==> src/rtl/uart_tx_arbiter_if.sv <==
// Requester and transmitter bundle for uart_tx_arbiter.
// The slave modport is the arbiter's view; master is the side that drives requests and tx_busy.
interface uart_tx_arbiter_if #(
  parameter int NUM_REQ = 4
) ();
  logic [NUM_REQ-1:0]   req_valid;
  logic [8*NUM_REQ-1:0] req_data;
  logic [NUM_REQ-1:0]   req_last;
  logic [NUM_REQ-1:0]   req_ready;
  logic [NUM_REQ-1:0]   grant;
  logic                 tx_start;
  logic [7:0]           tx_data;
  logic                 tx_busy;
  logic                 err;

  modport master (
    output req_valid, req_data, req_last, tx_busy,
    input  req_ready, grant, tx_start, tx_data, err
  );

  modport slave (
    input  req_valid, req_data, req_last, tx_busy,
    output req_ready, grant, tx_start, tx_data, err
  );
endinterface

==> src/rtl/uart_tx_arbiter.sv <==
// Message-granular round-robin arbiter sharing one UART byte transmitter.
// state     | meaning
// IDLE      | no owner; pick next requester when transmitter is free
// LOAD      | owner granted; waiting for its next byte
// WAIT_ACK  | tx_start held high until tx_busy rises
// WAIT_DONE | byte on the wire; waiting for tx_busy to fall
module uart_tx_arbiter #(
  parameter int NUM_REQ     = 4,
  parameter int ACK_TIMEOUT = 2047,
  parameter int GAP_TIMEOUT = 4095
) (
  input logic              CLOCK_50,
  input logic              reset_n,
  uart_tx_arbiter_if.slave bus
);
  localparam int IW = $clog2(NUM_REQ);
  localparam int AW = $clog2(ACK_TIMEOUT + 1);
  localparam int GW = $clog2(GAP_TIMEOUT + 1);
  localparam logic [NUM_REQ-1:0] ONE = {{(NUM_REQ-1){1'b0}}, 1'b1};

  typedef enum logic [1:0] {IDLE, LOAD, WAIT_ACK, WAIT_DONE} state_t;

  state_t             state_q, state_d;
  logic [NUM_REQ-1:0] grant_q, grant_d;
  logic [IW-1:0]      owner_q, owner_d;
  logic [IW-1:0]      rr_ptr_q, rr_ptr_d;
  logic               tx_start_q, tx_start_d;
  logic [7:0]         tx_data_q, tx_data_d;
  logic               last_q, last_d;
  logic               err_q, err_d;
  logic [GW-1:0]      gap_cnt_q, gap_cnt_d;
  logic [AW-1:0]      ack_cnt_q, ack_cnt_d;

  logic [IW-1:0]      winner;
  logic               found;
  logic [IW-1:0]      idx;
  logic [7:0]         sel_data;
  logic [GW-1:0]      gap_inc;
  logic [AW-1:0]      ack_inc;

  // Search order starts just after the last released owner and wraps.
  always_comb begin
    winner = rr_ptr_q;
    found  = 1'b0;
    idx    = '0;
    for (int k = 1; k <= NUM_REQ; k++) begin
      idx = IW'((int'(rr_ptr_q) + k) % NUM_REQ);
      if (!found && bus.req_valid[idx]) begin
        winner = idx;
        found  = 1'b1;
      end
    end
  end

  always_comb begin
    sel_data = bus.req_data[7:0];
    for (int i = 0; i < NUM_REQ; i++) begin
      if (owner_q == IW'(i)) sel_data = bus.req_data[8*i +: 8];
    end
  end

  assign gap_inc = gap_cnt_q + GW'(1);
  assign ack_inc = ack_cnt_q + AW'(1);

  always_comb begin
    state_d    = state_q;
    grant_d    = grant_q;
    owner_d    = owner_q;
    rr_ptr_d   = rr_ptr_q;
    tx_start_d = tx_start_q;
    tx_data_d  = tx_data_q;
    last_d     = last_q;
    err_d      = 1'b0;
    gap_cnt_d  = gap_cnt_q;
    ack_cnt_d  = ack_cnt_q;
    case (state_q)
      IDLE: begin
        if (|bus.req_valid && !bus.tx_busy) begin
          grant_d   = ONE << winner;
          owner_d   = winner;
          gap_cnt_d = '0;
          state_d   = LOAD;
        end
      end
      LOAD: begin
        if (bus.req_valid[owner_q]) begin
          tx_data_d  = sel_data;
          last_d     = bus.req_last[owner_q];
          tx_start_d = 1'b1;
          gap_cnt_d  = '0;
          ack_cnt_d  = '0;
          state_d    = WAIT_ACK;
        end else begin
          gap_cnt_d = gap_inc;
          if (gap_inc == GW'(GAP_TIMEOUT)) begin
            err_d    = 1'b1;
            grant_d  = '0;
            rr_ptr_d = owner_q;
            state_d  = IDLE;
          end
        end
      end
      WAIT_ACK: begin
        if (bus.tx_busy) begin
          tx_start_d = 1'b0;
          state_d    = WAIT_DONE;
        end else begin
          ack_cnt_d = ack_inc;
          if (ack_inc == AW'(ACK_TIMEOUT)) begin
            tx_start_d = 1'b0;
            err_d      = 1'b1;
            grant_d    = '0;
            rr_ptr_d   = owner_q;
            state_d    = IDLE;
          end
        end
      end
      WAIT_DONE: begin
        if (!bus.tx_busy) begin
          gap_cnt_d = '0;
          if (last_q) begin
            grant_d  = '0;
            rr_ptr_d = owner_q;
            state_d  = IDLE;
          end else begin
            state_d = LOAD;
          end
        end
      end
      default: state_d = IDLE;
    endcase
  end

  always_ff @(posedge CLOCK_50 or negedge reset_n) begin
    if (!reset_n) begin
      state_q    <= IDLE;
      grant_q    <= '0;
      owner_q    <= '0;
      rr_ptr_q   <= IW'(NUM_REQ - 1);
      tx_start_q <= 1'b0;
      tx_data_q  <= 8'h00;
      last_q     <= 1'b0;
      err_q      <= 1'b0;
      gap_cnt_q  <= '0;
      ack_cnt_q  <= '0;
    end else begin
      state_q    <= state_d;
      grant_q    <= grant_d;
      owner_q    <= owner_d;
      rr_ptr_q   <= rr_ptr_d;
      tx_start_q <= tx_start_d;
      tx_data_q  <= tx_data_d;
      last_q     <= last_d;
      err_q      <= err_d;
      gap_cnt_q  <= gap_cnt_d;
      ack_cnt_q  <= ack_cnt_d;
    end
  end

  // Only req_ready is combinational so the owner sees acceptance in its LOAD cycle.
  assign bus.req_ready = (state_q == LOAD && bus.req_valid[owner_q]) ? grant_q : '0;
  assign bus.grant     = grant_q;
  assign bus.tx_start  = tx_start_q;
  assign bus.tx_data   = tx_data_q;
  assign bus.err       = err_q;
endmodule

==> src/flat_wrapper.sv <==
// flat-port wrapper written by rule: the top's interface ports become plain ports
module uart_tx_arbiter_flat 
#(
  parameter int NUM_REQ     = 4,
  parameter int ACK_TIMEOUT = 2047,
  parameter int GAP_TIMEOUT = 4095
)
  (CLOCK_50, reset_n, bus_req_valid, bus_req_data, bus_req_last, bus_tx_busy, bus_req_ready, bus_grant, bus_tx_start, bus_tx_data, bus_err);
  uart_tx_arbiter_if #(.NUM_REQ(NUM_REQ)) bus_i ();
  input logic CLOCK_50;
  input logic reset_n;
  input wire logic [$bits(bus_i.req_valid)-1:0] bus_req_valid;
  input wire logic [$bits(bus_i.req_data)-1:0] bus_req_data;
  input wire logic [$bits(bus_i.req_last)-1:0] bus_req_last;
  input wire logic [$bits(bus_i.tx_busy)-1:0] bus_tx_busy;
  output wire logic [$bits(bus_i.req_ready)-1:0] bus_req_ready;
  output wire logic [$bits(bus_i.grant)-1:0] bus_grant;
  output wire logic [$bits(bus_i.tx_start)-1:0] bus_tx_start;
  output wire logic [$bits(bus_i.tx_data)-1:0] bus_tx_data;
  output wire logic [$bits(bus_i.err)-1:0] bus_err;
  assign bus_i.req_valid = bus_req_valid;
  assign bus_i.req_data = bus_req_data;
  assign bus_i.req_last = bus_req_last;
  assign bus_i.tx_busy = bus_tx_busy;
  assign bus_req_ready = bus_i.req_ready;
  assign bus_grant = bus_i.grant;
  assign bus_tx_start = bus_i.tx_start;
  assign bus_tx_data = bus_i.tx_data;
  assign bus_err = bus_i.err;
  uart_tx_arbiter #(.NUM_REQ(NUM_REQ), .ACK_TIMEOUT(ACK_TIMEOUT), .GAP_TIMEOUT(GAP_TIMEOUT)) u_core (.CLOCK_50(CLOCK_50), .reset_n(reset_n), .bus(bus_i));
endmodule
==> config.mk <==
export PLATFORM = sky130hd
export DESIGN_NAME = uart_tx_arbiter_flat
export DESIGN_NICKNAME = d
export VERILOG_FILES = /design/src/rtl/uart_tx_arbiter_if.sv /design/src/rtl/uart_tx_arbiter.sv /design/src/flat_wrapper.sv
export SDC_FILE = /design/constraint.sdc
export NUM_CORES = 1
export LEC_CHECK = 0
export ABC_AREA = 1
export BUFFER_PORTS_ARGS = -buffer_cell sky130_fd_sc_hd__buf_4
export CAP_MARGIN = 20
export CORE_MARGIN = 4
export CORE_UTILIZATION = 29
export DETAILED_ROUTE_END_ITERATION = 10
export PLACE_DENSITY = 0.53
export SLEW_MARGIN = 40
export SYNTH_ARGS = -nofsm -noshare
export SYNTH_HDL_FRONTEND = slang
export SYNTH_SLANG_ARGS = --single-unit
export TNS_END_PERCENT = 30
==> constraint.sdc <==
create_clock -name CLOCK_50 -period 2.1 [get_ports CLOCK_50]
set_clock_uncertainty 0.15 [all_clocks]
set_input_delay 0.105 -clock CLOCK_50 [delete_from_list [all_inputs] [get_ports CLOCK_50]]
set_output_delay 0.105 -clock CLOCK_50 [all_outputs]
set_load 0.05 [all_outputs]
**After elaboration in Yosys (flattened, before gate mapping)**

Cells that the tools add are included.

- Flip-flop bits (word level): 44
- Input port bits: 43
- Output and inout bits: 18
- Logic and storage cells: 124

- $add $sub $neg: 6
- Order comparisons: 5
- Equal/unequal tests: 18
- Shifts and indexed selects: 1
- Multiplexer cells: 62
- Reductions and logical operators: 22

Operators with widths:

| kind | number |
|---|---|
| $mux W12 | 3 |
| $pmux W12 S3 | 1 |
| $mux W2 | 16 |
| $mux W4 | 8 |
| $mux W8 | 3 |
| $mux W11 | 2 |
| $pmux W11 S2 | 1 |
| $mux W1 | 17 |
| $pmux W4 S4 | 1 |
| $lt A2 B3 Y1 const B | 5 |
| $reduce_and A7 Y1 | 2 |
| $add A12 B1 Y12 const B | 1 |
| $bmux W1 S2 | 6 |
| $eq A12 B12 Y1 const B | 1 |
| $add A11 B1 Y11 const B | 1 |
| $eq A11 B11 Y1 const B | 1 |
| $reduce_and A3 Y1 | 3 |
| $eq A2 B2 Y1 const B | 4 |
| $ne A2 B1 Y1 const B | 4 |
| $ne A2 B2 Y1 const B | 4 |
| $pmux W2 S4 | 1 |
| $ne A3 B2 Y1 const B | 2 |
| $pmux W2 S3 | 1 |
| $reduce_bool A3 Y1 | 2 |
| other kinds (12) | 24 |

**Logic depth before layout (Yosys ltp)**

- Depth in word-level cells: 16
- Mapped depth: 15
- Mapped depth without buffers: 15

**Least setup slack after synthesis**

No wires, ideal clock.

- Path kind: reg2out
- Start: register u_core.owner_q[0]
- End: output bus_req_ready[0]
- Data arrival time: 1853 ps
- Required time: 1845 ps
- Setup slack: -8 ps
- Stages on the path, launching flop included: 8
- Path buffers: 2
- Cells stage by stage: dfrtp_1 > buf_2 > nor2_2 > a22oi_1 > nand2_1 > nand2_1 > buf_1 > nor2_1

- Longest elaborated chain between the ends: 4

RTL lines:

| what | RTL line | RTL |
|---|---|---|
| from (decl) | uart_tx_arbiter.sv:25 | `logic [IW-1:0] owner_q, owner_d;` |
| from (signal assigned) | uart_tx_arbiter.sv:149 | `owner_q <= owner_d;` |
| $bmux W1 S2 | uart_tx_arbiter.sv:161 | `assign bus.req_ready = (state_q == LOAD && bus.req_valid[owner_q]) ? grant_q : '0;` |
| $mux W1 (not written as such) | uart_tx_arbiter.sv:161 |  |
| $logic_and A1 B1 Y1 | uart_tx_arbiter.sv:161 |  |
| $mux W4 | uart_tx_arbiter.sv:161 |  |
| to (decl) | flat_wrapper.sv:16 | `output wire logic [$bits(bus_i.req_ready)-1:0] bus_req_ready;` |

No other way between the ends. The select of a mux whose other input is x is not followed.

**Final worst setup path**

- Start: register u_core.ack_cnt_q[1]
- End: register u_core.grant_q[3] (netlist: u_core.bus.grant[3])

- Longest elaborated chain between the ends: 4

RTL lines:

| what | RTL line | RTL |
|---|---|---|
| from (decl) | uart_tx_arbiter.sv:32 | `logic [AW-1:0] ack_cnt_q, ack_cnt_d;` |
| from (signal assigned) | uart_tx_arbiter.sv:156 | `ack_cnt_q <= ack_cnt_d;` |
| $add A11 B1 Y11 | uart_tx_arbiter.sv:63 | `assign ack_inc = ack_cnt_q + AW'(1);` |
| $eq A11 B11 Y1 | uart_tx_arbiter.sv:109 | `if (ack_inc == AW'(ACK_TIMEOUT)) begin` |
| $ne A2 B1 Y1 (no line) | -- |  |
| $reduce_and A7 Y1 (no line) | -- |  |
| to (signal assigned) | uart_tx_arbiter.sv:148 | `grant_q <= grant_d;` |
| to (decl) | uart_tx_arbiter.sv:24 | `logic [NUM_REQ-1:0] grant_q, grant_d;` |

No other way between the ends.
A chain may end at the register's enable or synchronous reset.

==> qor.yml <==
outcome: "finished clean"
drv_cap: 0
post-route-util: 0.398
ir_worst_vdd_v: 0.000750
synth_top_area_frac: 0.342
rows: 37
ys_ff_latch: 44
finalSetupViolations: 0
synth_seq_area_share: 0.359
area_growth_pct: 33.5
numCtsBuffers: 5
cts_tree: "built"
worst_pin_slew_ns: 0.574
wl_met3_um: 246
ant_nets: 0
grt_usage: 0.133
htree_levels: 2
rsz0062_at_grt: "true"
wl_um: 8300
met2_length_um: 4000
drc_errors: 0
path_max_fanout: 6
yosysUniqueCellTypes: 32
antenna_found_initial: 0
dieWidth_um: 111
final_max_slew_viol_count: 0
startpoint_type: "flip-flop"
setup_ws_ns: 0.0941
wl_per_cell_um: 12.2
wirelength_met1_um: 4000
initial_core_util: 0.298
async_reset_ff_frac: 1.00
layout-drive-gt1-share: 0.252
worstSetupPathType: "reg -> reg"
grt_pass1_wl_um: 14000
cp_common_cell: "nand2_1"
placedCellCount: 661
dpl.hpwl_um: 6270
die_y_um: 111
grt-ovfl-total: 0
viasPerCell: 4.67
cp-end-kind: "flip-flop"
cts_root_buf: "clkbuf_8"
finalHoldViolCount: 0
n_antenna_cell: 0
drt_pass1_iterations: 4
syn_area_sq_mm: 0.00307
port_buffers: 60
synth_top_area_cell: "dfrtp_1"
clock_path_buffers: 2
dp_slack_ns: 0.00297
syn_inst: 459
pin_count: 61
routabilityCongestion: 0.823
fin_crit_ns: 2.01
highest_layer: "met4"
required_ns: 2.13
synth.avg_cell_area_sq_um: 6.70
power.density_mw_per_mm2: 1090
relSlewSlack: 0.617
path_buf_inv: 0
cts_sinks: 44
critical-path-top-delay-family: "simple AND/OR/NAND/NOR gates"
final_cells: 683
dieArea_sq_mm: 0.0123
max_stage_delay_ns: 0.37
synth_ff_type: "dfrtp_1"
insertion_delay_ns: 0.30
cpMaxStageDelayCell: "dfrtp_1"
hold_class: "in -> reg"
clock.fmax_mhz: 499
dr.first_iter.drc_count: 227
crit_chain: "ha_2 > nand2_4 > o21ai_1 > nand3_1 > nor2_2 > nand3_2 > o21ai_4 > nand4_4 > nand2_1 > nand2_1"
arrival_ns: 2.04
synth_nets: 512
vias: 3192
p_leak_nw: 1.93
core_area_sq_mm: 0.0103
synth.area.top_cells: "dfrtp_1 (34%), nand2_1 (19%), inv_1 (6.2%)"
nNetsFinal: 599
grt_max_degree: 45
fin_crit_sh: 0.955
clk_pin_slew_ns: 0.09
grt_pass1_vias: 3018
yosysWarnings: 0
synth-edff-count: 0
layer usage:
metal | GRT usage | vias to the layer above
met4 | 0.0271 | 0
met1 | 0.182 | 1466
met5 | 0 | -
met3 | 0.0235 | 4
met2 | 0.220 | 43
li1 | - | 1679
synth_stat cells, types with 2 or more instances:
cell / instances
a21oi_1: 8
a22oi_1: 3
buf_2: 2
clkbuf_1: 5
dfrtp_1: 42
dfstp_2: 2
ha_1: 10
inv_1: 51
inv_2: 9
nand2_1: 159
nand2_2: 5
nand3_1: 33
nand3_2: 2
nand4_1: 9
nor2_1: 44
nor2_2: 8
o211ai_1: 11
o21ai_0: 18
o21ai_1: 12
o22ai_1: 7
o311ai_0: 8
cells in the final DEF (no fill, tap or decap), types with 2 or more instances in the layout:
cell type	n
ha_4	2
nand3_1	31
nand2_1	155
dfrtp_2	6
nand4_1	9
inv_1	51
nor2_1	39
inv_2	9
a22oi_1	3
ha_2	2
o21ai_1	12
dfrtp_1	36
o21ai_0	18
o211ai_1	11
o22ai_1	7
buf_4	78
clkbuf_8	6
o311ai_0	8
nand3_2	3
nor2_4	4
clkinv_2	2
ha_1	6
dfstp_2	2
nor2_2	10
dlygate4sd3_1	10
nand2_2	7
nand2_4	2
a21oi_1	8
tightest hold or removal path, stage by stage:
cell and delay, ns:
buf_4 0.11, nor2_1 0.07, nand2_1 0.06, a21boi_1 0.06
worst paths after layout:
path | start | to | slack (ns) | depth (start not counted)
min | bus_tx_busy | u_core.bus.err$_DFF_PN0_ | 0.008 | 4
max | u_core.ack_cnt_q[1]$_DFFE_PN0P_ | u_core.bus.grant[3]$_DFFE_PN0P_ | 0.09 | 10
max reg2reg | u_core.ack_cnt_q[1]$_DFFE_PN0P_ | u_core.bus.grant[3]$_DFFE_PN0P_ | 0.09 | 10
min in group asynchronous | reset_n | u_core.gap_cnt_q[5]$_DFFE_PN0P_ | 0.19 | 2
max in group asynchronous | reset_n | u_core.ack_cnt_q[2]$_DFFE_PN0P_ | 1.18 | 2
min reg2reg | u_core.bus.tx_data[1]$_DFFE_PN0P_ | u_core.bus.tx_data[1]$_DFFE_PN0P_ | 0.34 | 2
area by class of cell:
type | instances | area [sq um]
multi-input combinational | 346 | 1810
clock inverter | 2 | 10.0
tap | 136 | 170
inverter | 60 | 225
sequential | 44 | 1110
fill | 1087 | 6220
timing repair buffer | 89 | 697
clock buffer | 6 | 82.6
power breakdown:
group	internal, mW	switching (mW)	leakage (nW)
registers	1.06	0.182	0.571
clock network	0.264	0.310	0.0510
logic	0.932	1.72	1.30
total	2.25	2.21	1.93
per-stage QoR:
step                setup TNS (ns)  power (mW)  instance area (sq um)  hold WS (ns)
floorplan                  -0.0320        2.95                   3070        -0.341
global placement                 0        3.73                   3770      -0.00374
detailed placement               0        3.75                   3770      0.000193
CTS                              0        4.38                   3990       0.00688
global route                -0.576        4.86                   4110        0.0288
finish                           0        4.46                   4110       0.00753
flip-flops by register name, indices dropped and copies added (netlist names):
register,cells
u_core.gap_cnt_q,12
u_core.last_q,1
u_core.bus.err,1
u_core.state_q,2
u_core.bus.tx_data,8
u_core.rr_ptr_q,2
u_core.owner_q,2
u_core.bus.tx_start,1
u_core.ack_cnt_q,11
u_core.bus.grant,4
cell families after synthesis:
family | Yosys count | share of synthesized area
AO/OA/AOI/OAI | 74 | 0.153
adder cells (fa/ha/maj) | 10 | 0.0407
buffers and inverters | 69 | 0.0863
flip-flops | 44 | 0.359
AND/OR/NAND/NOR | 262 | 0.361
repair_timing:
action | in CTS | in global routing
pin swaps | 2 | 9
hold endpoints to repair | 51 | 0
gates cloned | 0 | 0
hold buffers | 10 | 0
setup buffers | 3 | 1
endpoints found under the setup margin | 4 | 16
resized for setup | 1 | 31
Power figures use the tool's default switching activity.
